**config.mk**
```make
export PLATFORM = sky130hd
export DESIGN_NAME = openddr_cmd_arbiter_flat
export DESIGN_NICKNAME = d
export VERILOG_FILES = /design/src/rtl/openddr_cmd_arbiter_if.sv /design/src/rtl/openddr_cmd_arbiter.sv /design/src/flat_wrapper.sv
export SDC_FILE = /design/constraint.sdc
export NUM_CORES = 1
export LEC_CHECK = 0
export BUFFER_PORTS_ARGS = -buffer_cell sky130_fd_sc_hd__buf_2
export CAP_MARGIN = 20
export CORE_MARGIN = 1.5
export CORE_UTILIZATION = 30
export CTS_CLUSTER_DIAMETER = 100
export DETAILED_ROUTE_END_ITERATION = 10
export SETUP_SLACK_MARGIN = 0.1
export SYNTH_ARGS = -nofsm -noshare
export SYNTH_HDL_FRONTEND = slang
export SYNTH_SLANG_ARGS = --single-unit
export TNS_END_PERCENT = 20
```
**constraint.sdc**
```tcl
create_clock -name clk -period 1.7 [get_ports clk]
set_clock_uncertainty 0.1 [all_clocks]
set_input_delay 0.17 -clock clk [delete_from_list [all_inputs] [get_ports clk]]
set_output_delay 0.17 -clock clk [all_outputs]
set_load 0.05 [all_outputs]
```
**src/rtl/openddr_cmd_arbiter_if.sv**
```systemverilog
// openddr_cmd_arbiter_if: write/read request streams and the issued command stream of the arbiter
interface openddr_cmd_arbiter_if #(
  parameter int ADDR_WIDTH = 40,
  parameter int ID_WIDTH   = 12
);
  logic                  wr_valid;
  logic                  wr_ready;
  logic [ID_WIDTH-1:0]   wr_id;
  logic [ADDR_WIDTH-1:0] wr_addr;
  logic [7:0]            wr_len;
  logic                  rd_valid;
  logic                  rd_ready;
  logic [ID_WIDTH-1:0]   rd_id;
  logic [ADDR_WIDTH-1:0] rd_addr;
  logic [7:0]            rd_len;
  logic                  cmd_valid;
  logic                  cmd_ready;
  logic                  cmd_write;
  logic [ID_WIDTH-1:0]   cmd_id;
  logic [ADDR_WIDTH-1:0] cmd_addr;
  logic [7:0]            cmd_len;
  modport master (
    output wr_valid, wr_id, wr_addr, wr_len, rd_valid, rd_id, rd_addr, rd_len, cmd_ready,
    input  wr_ready, rd_ready, cmd_valid, cmd_write, cmd_id, cmd_addr, cmd_len
  );
  modport slave (
    input  wr_valid, wr_id, wr_addr, wr_len, rd_valid, rd_id, rd_addr, rd_len, cmd_ready,
    output wr_ready, rd_ready, cmd_valid, cmd_write, cmd_id, cmd_addr, cmd_len
  );
endinterface

```
**src/rtl/openddr_cmd_arbiter.sv**
```systemverilog
// openddr_cmd_arbiter: read/write command arbiter with run limiting and turnaround bubbles
module openddr_cmd_arbiter #(
  parameter int ADDR_WIDTH = 40,
  parameter int ID_WIDTH   = 12,
  parameter int RUN_LIMIT  = 8,
  parameter int T_RTW      = 2,
  parameter int T_WTR      = 4
) (
  input  logic                 clk,
  input  logic                 rst,
  openddr_cmd_arbiter_if.slave bus,
  output logic                 turn_active
);
  localparam int RW   = $clog2(RUN_LIMIT + 1);
  localparam int TMAX = T_RTW > T_WTR ? T_RTW : T_WTR;
  localparam int TW   = TMAX > 1 ? $clog2(TMAX) : 1;
  localparam logic [RW-1:0] RL     = RW'(RUN_LIMIT);
  localparam logic [TW-1:0] RTW_M1 = TW'(T_RTW - 1);
  localparam logic [TW-1:0] WTR_M1 = TW'(T_WTR - 1);
  typedef enum logic {RUN, TURN} state_t;
  state_t                state, state_nx;
  logic                  last_dir, last_dir_nx, tgt_dir, tgt_dir_nx;
  logic [RW-1:0]         run_cnt, run_cnt_nx;
  logic [TW-1:0]         turn_cnt, turn_cnt_nx;
  logic                  vld_last, vld_oth, load_ok, keep, grant;
  logic [ID_WIDTH-1:0]   sel_id;
  logic [ADDR_WIDTH-1:0] sel_addr;
  logic [7:0]            sel_len;
  assign vld_last      = last_dir ? bus.wr_valid : bus.rd_valid;
  assign vld_oth       = last_dir ? bus.rd_valid : bus.wr_valid;
  assign load_ok       = !bus.cmd_valid || bus.cmd_ready;
  assign keep          = vld_last && (!vld_oth || run_cnt < RL);
  assign grant         = !rst && state == RUN && load_ok && keep;
  assign bus.wr_ready  = grant && last_dir;
  assign bus.rd_ready  = grant && !last_dir;
  assign turn_active   = state == TURN;
  assign sel_id        = last_dir ? bus.wr_id : bus.rd_id;
  assign sel_addr      = last_dir ? bus.wr_addr : bus.rd_addr;
  assign sel_len       = last_dir ? bus.wr_len : bus.rd_len;
  // A turnaround is only committed when the command slot could accept, so backpressure never burns bubbles
  always_comb begin
    state_nx    = state;
    last_dir_nx = last_dir;
    tgt_dir_nx  = tgt_dir;
    run_cnt_nx  = run_cnt;
    turn_cnt_nx = turn_cnt;
    if (grant)
      run_cnt_nx = run_cnt == RL ? run_cnt : run_cnt + 1'b1;
    if (state == RUN && load_ok && !keep && vld_oth) begin
      state_nx    = TURN;
      tgt_dir_nx  = !last_dir;
      turn_cnt_nx = last_dir ? WTR_M1 : RTW_M1;
    end
    if (state == TURN) begin
      turn_cnt_nx = turn_cnt - 1'b1;
      if (turn_cnt == '0) begin
        state_nx    = RUN;
        last_dir_nx = tgt_dir;
        run_cnt_nx  = '0;
        turn_cnt_nx = '0;
      end
    end
  end
  always_ff @(posedge clk) begin
    if (rst) begin
      state    <= RUN;
      last_dir <= 1'b0;
      tgt_dir  <= 1'b0;
      run_cnt  <= '0;
      turn_cnt <= '0;
    end else begin
      state    <= state_nx;
      last_dir <= last_dir_nx;
      tgt_dir  <= tgt_dir_nx;
      run_cnt  <= run_cnt_nx;
      turn_cnt <= turn_cnt_nx;
    end
  end
  always_ff @(posedge clk) begin
    if (rst) begin
      bus.cmd_valid <= 1'b0;
      bus.cmd_write <= 1'b0;
      bus.cmd_id    <= '0;
      bus.cmd_addr  <= '0;
      bus.cmd_len   <= '0;
    end else if (grant) begin
      bus.cmd_valid <= 1'b1;
      bus.cmd_write <= last_dir;
      bus.cmd_id    <= sel_id;
      bus.cmd_addr  <= sel_addr;
      bus.cmd_len   <= sel_len;
    end else if (bus.cmd_ready) begin
      bus.cmd_valid <= 1'b0;
    end
  end
endmodule

```
**src/flat_wrapper.sv**
```systemverilog
// flat-port wrapper written by rule: the top's interface ports become plain ports
module openddr_cmd_arbiter_flat 
#(
  parameter int ADDR_WIDTH = 40,
  parameter int ID_WIDTH   = 12,
  parameter int RUN_LIMIT  = 8,
  parameter int T_RTW      = 2,
  parameter int T_WTR      = 4
)
  (clk, rst, turn_active, bus_wr_valid, bus_wr_id, bus_wr_addr, bus_wr_len, bus_rd_valid, bus_rd_id, bus_rd_addr, bus_rd_len, bus_cmd_ready, bus_wr_ready, bus_rd_ready, bus_cmd_valid, bus_cmd_write, bus_cmd_id, bus_cmd_addr, bus_cmd_len);
  openddr_cmd_arbiter_if #(.ADDR_WIDTH(ADDR_WIDTH), .ID_WIDTH(ID_WIDTH)) bus_i ();
  input  logic clk;
  input  logic rst;
  output logic turn_active;
  input wire logic [$bits(bus_i.wr_valid)-1:0] bus_wr_valid;
  input wire logic [$bits(bus_i.wr_id)-1:0] bus_wr_id;
  input wire logic [$bits(bus_i.wr_addr)-1:0] bus_wr_addr;
  input wire logic [$bits(bus_i.wr_len)-1:0] bus_wr_len;
  input wire logic [$bits(bus_i.rd_valid)-1:0] bus_rd_valid;
  input wire logic [$bits(bus_i.rd_id)-1:0] bus_rd_id;
  input wire logic [$bits(bus_i.rd_addr)-1:0] bus_rd_addr;
  input wire logic [$bits(bus_i.rd_len)-1:0] bus_rd_len;
  input wire logic [$bits(bus_i.cmd_ready)-1:0] bus_cmd_ready;
  output wire logic [$bits(bus_i.wr_ready)-1:0] bus_wr_ready;
  output wire logic [$bits(bus_i.rd_ready)-1:0] bus_rd_ready;
  output wire logic [$bits(bus_i.cmd_valid)-1:0] bus_cmd_valid;
  output wire logic [$bits(bus_i.cmd_write)-1:0] bus_cmd_write;
  output wire logic [$bits(bus_i.cmd_id)-1:0] bus_cmd_id;
  output wire logic [$bits(bus_i.cmd_addr)-1:0] bus_cmd_addr;
  output wire logic [$bits(bus_i.cmd_len)-1:0] bus_cmd_len;
  assign bus_i.wr_valid = bus_wr_valid;
  assign bus_i.wr_id = bus_wr_id;
  assign bus_i.wr_addr = bus_wr_addr;
  assign bus_i.wr_len = bus_wr_len;
  assign bus_i.rd_valid = bus_rd_valid;
  assign bus_i.rd_id = bus_rd_id;
  assign bus_i.rd_addr = bus_rd_addr;
  assign bus_i.rd_len = bus_rd_len;
  assign bus_i.cmd_ready = bus_cmd_ready;
  assign bus_wr_ready = bus_i.wr_ready;
  assign bus_rd_ready = bus_i.rd_ready;
  assign bus_cmd_valid = bus_i.cmd_valid;
  assign bus_cmd_write = bus_i.cmd_write;
  assign bus_cmd_id = bus_i.cmd_id;
  assign bus_cmd_addr = bus_i.cmd_addr;
  assign bus_cmd_len = bus_i.cmd_len;
  openddr_cmd_arbiter #(.ADDR_WIDTH(ADDR_WIDTH), .ID_WIDTH(ID_WIDTH), .RUN_LIMIT(RUN_LIMIT), .T_RTW(T_RTW), .T_WTR(T_WTR)) u_core (.clk(clk), .rst(rst), .bus(bus_i), .turn_active(turn_active));
endmodule
```
==> qor.yml <==
worstPathMaxFanout: 4
layout.cells.most_common: "buf_2"
wl_per_cell_um: 14.0
tritoncts: "yes"
clockBufferDepth: 2
die_w_um: 114
totalWireLength_um: 9830
dp_slack_ns: 0.0575
dp_hpwl_um: 7010
die_h_um: 114
drt.antenna.violating_nets: 0
min_period_ns: 1.67
synth-simple-area-share_pct: 4.15
grt_max_degree: 39
hold_class: "in2reg"
syn_nets: 473
vdd_ir_drop_max_mv: 0.484
h-tree-depth: 3
crit_type: "reg2out"
netlist_area_sq_mm: 0.00371
ys_seq_area_share_pct: 38.3
synth_edf_count: 0
yosys_warnings: 0
nets: 655
rsz0062_at_grt: "yes"
initial_core_util_pct: 30.8
cts_sinks: 71
cts_buffers: 9
p_leak_nw: 2.17
via_count: 3348
ys.flop_type: "dfxtp_1"
status: "complete, no violations"
die-area_sq_mm: 0.0131
drive_above_1_share_pct: 57.0
drc: 0
synth_fa_ha_area_share_pct: 0.674
grt_first_pass_wirelength_um: 15300
grt_pass1_vias: 3191
grt_usage_pct: 14.7
final.period_utilization_pct: 98.2
synthMuxAreaShare_pct: 17.8
hold_buffers: 0
dr.pass1.iters: 4
setup_ws_ns: 0.0298
end_kind: "output pin"
vias_per_cell: 4.78
crit_required_ns: 1.43
worstMarginPinSlew_ns: 0.615
final_cells: 700
reg2reg_setup_slack_ns: 0.13
synth_cell_type_count: 30
clk_latency_ns: 0.32
async_reset_ff_share_pct: 0
regArea_sq_mm: 0.00143
report.final.setup_viol: 0
postSynthCellCount: 346
slew_headroom_pct: 59.0
ys_ff_latch: 71
multi_input_area_sq_mm: 0.00208
clk_pin_slew_ns: 0.06
fillers: 1154
areaGrowthSynthToFinish_pct: 41.7
antenna_found_initial: 0
core_area_sq_mm: 0.0121
synth_top_family_by_area: "compound AO/OA/AOI/OAI gates"
gp_congestion: 0.737
synth_xor_area_share_pct: 0
first_iter_violations: 117
slew_viol_final: 0
drv_cap: 0
hold_violations: 0
grt-ovfl-total: 0
max_freq_ghz: 0.599
placement.io_buffers: 189
syn_avg_cell_area_sq_um: 10.7
arrival_ns: 1.40
dp_cells: 679
cts-root-buf: "clkbuf_16"
synth_compound_area_share_pct: 31.1
layout_common_cells: "buf_2, dfxtp_1, a21oi_1"
power_density_mw_per_mm2: 1040
diodes: 0
rows: 40
cp-start-kind: "register"
io-pin-count: 190
report_power, final:
part	internal, mW	switching, mW
Combinational	0.503	1.03
Sequential	1.82	0.0857
Clock	1.32	0.709
Total	3.64	1.82
synth_stat cells, types with 2 or more instances:
master	count	area, sq um
clkbuf_1	7	26.3
buf_2	13	65.1
o21ai_0	2	10.0
nor2_1	4	15.0
mux2i_1	65	651
nor4_1	2	12.5
ha_1	2	25.0
a211oi_2	60	751
nand2_1	9	33.8
a211oi_1	2	15.0
nand2b_1	4	25.0
buf_6	15	169
nand3_1	3	15.0
dfxtp_1	71	1420
and3_1	2	12.5
a21oi_1	66	330
inv_1	6	22.5
cell type report:
cell class	instances	area share (%)
Multi-Input combinational cell	232	39.5
Sequential cell	71	27.3
Timing Repair Buffer	208	22.8
Clock buffer	10	4.54
Tap cell	168	4.00
Clock inverter	5	1.52
Inverter	6	0.428
cell families after synthesis:
group                      count (synthesis)
AOI/OAI and AO/OA                        135
and+or+nand+nor                           29
buffers and inverters                     43
DFF                                       71
adders and majority gates                  2
muxes                                     66
stage by stage:
step                      TNS, ns  total power, mW  utilization (%)  instance area [sq um]  hold WS [ns]
after floorplan                 0             3.05                -                   3730         0.280
after global placement          0             3.42             39.8                   4800         0.352
after detailed placement        0             3.45             39.8                   4800         0.364
after CTS                       0             5.53             43.1                   5200        0.0120
after global routing      -0.0606             5.73             43.6                   5260        0.0156
final                           0             5.46             43.6                   5260        0.0238
final timing paths:
path                                           start  depth (start not counted)                       to
worst max-delay path                 u_core.last_dir                          5             bus_rd_ready
worst min-delay path                             rst                          2     u_core.bus.cmd_id[2]
worst max register to register     u_core.run_cnt[3]                          6  u_core.bus.cmd_addr[11]
worst min register to register  u_core.bus.cmd_write                          2     u_core.bus.cmd_write
what timing repair did:
action	CTS	global route
gates resized for setup	12	8
pin swaps	5	0
buffers inserted	5	1
endpoints found under the setup margin	35	67
endpoints found under the hold margin	0	0
metal layers:
layer	wire length (um)	up-vias	part of all wire [%]	global-route usage [%]
li1	-	1663	-	-
met1	4140	1567	42	17.2
met2	4980	108	51	25.9
met3	619	10	6.3	3.86
met4	96	0	0.98	5.42
met5	0	-	0	0
state kept, by name (all words and copies together) (netlist names):
signal,flops
u_core.turn_active,1
u_core.bus.cmd_id,12
u_core.bus.cmd_valid,1
u_core.bus.cmd_len,8
u_core.bus.cmd_write,1
u_core.run_cnt,4
u_core.last_dir,1
u_core.turn_cnt,2
u_core.tgt_dir,1
u_core.bus.cmd_addr,40
worst max-delay path, cell delays in order (launching register included):
cell and delay (ns):
dfxtp_4 0.37, nor2b_4 0.12, a32o_2 0.22, nand3_4 0.11
nor2_4 0.11, buf_8 0.15
Power figures use the tool's default switching activity.
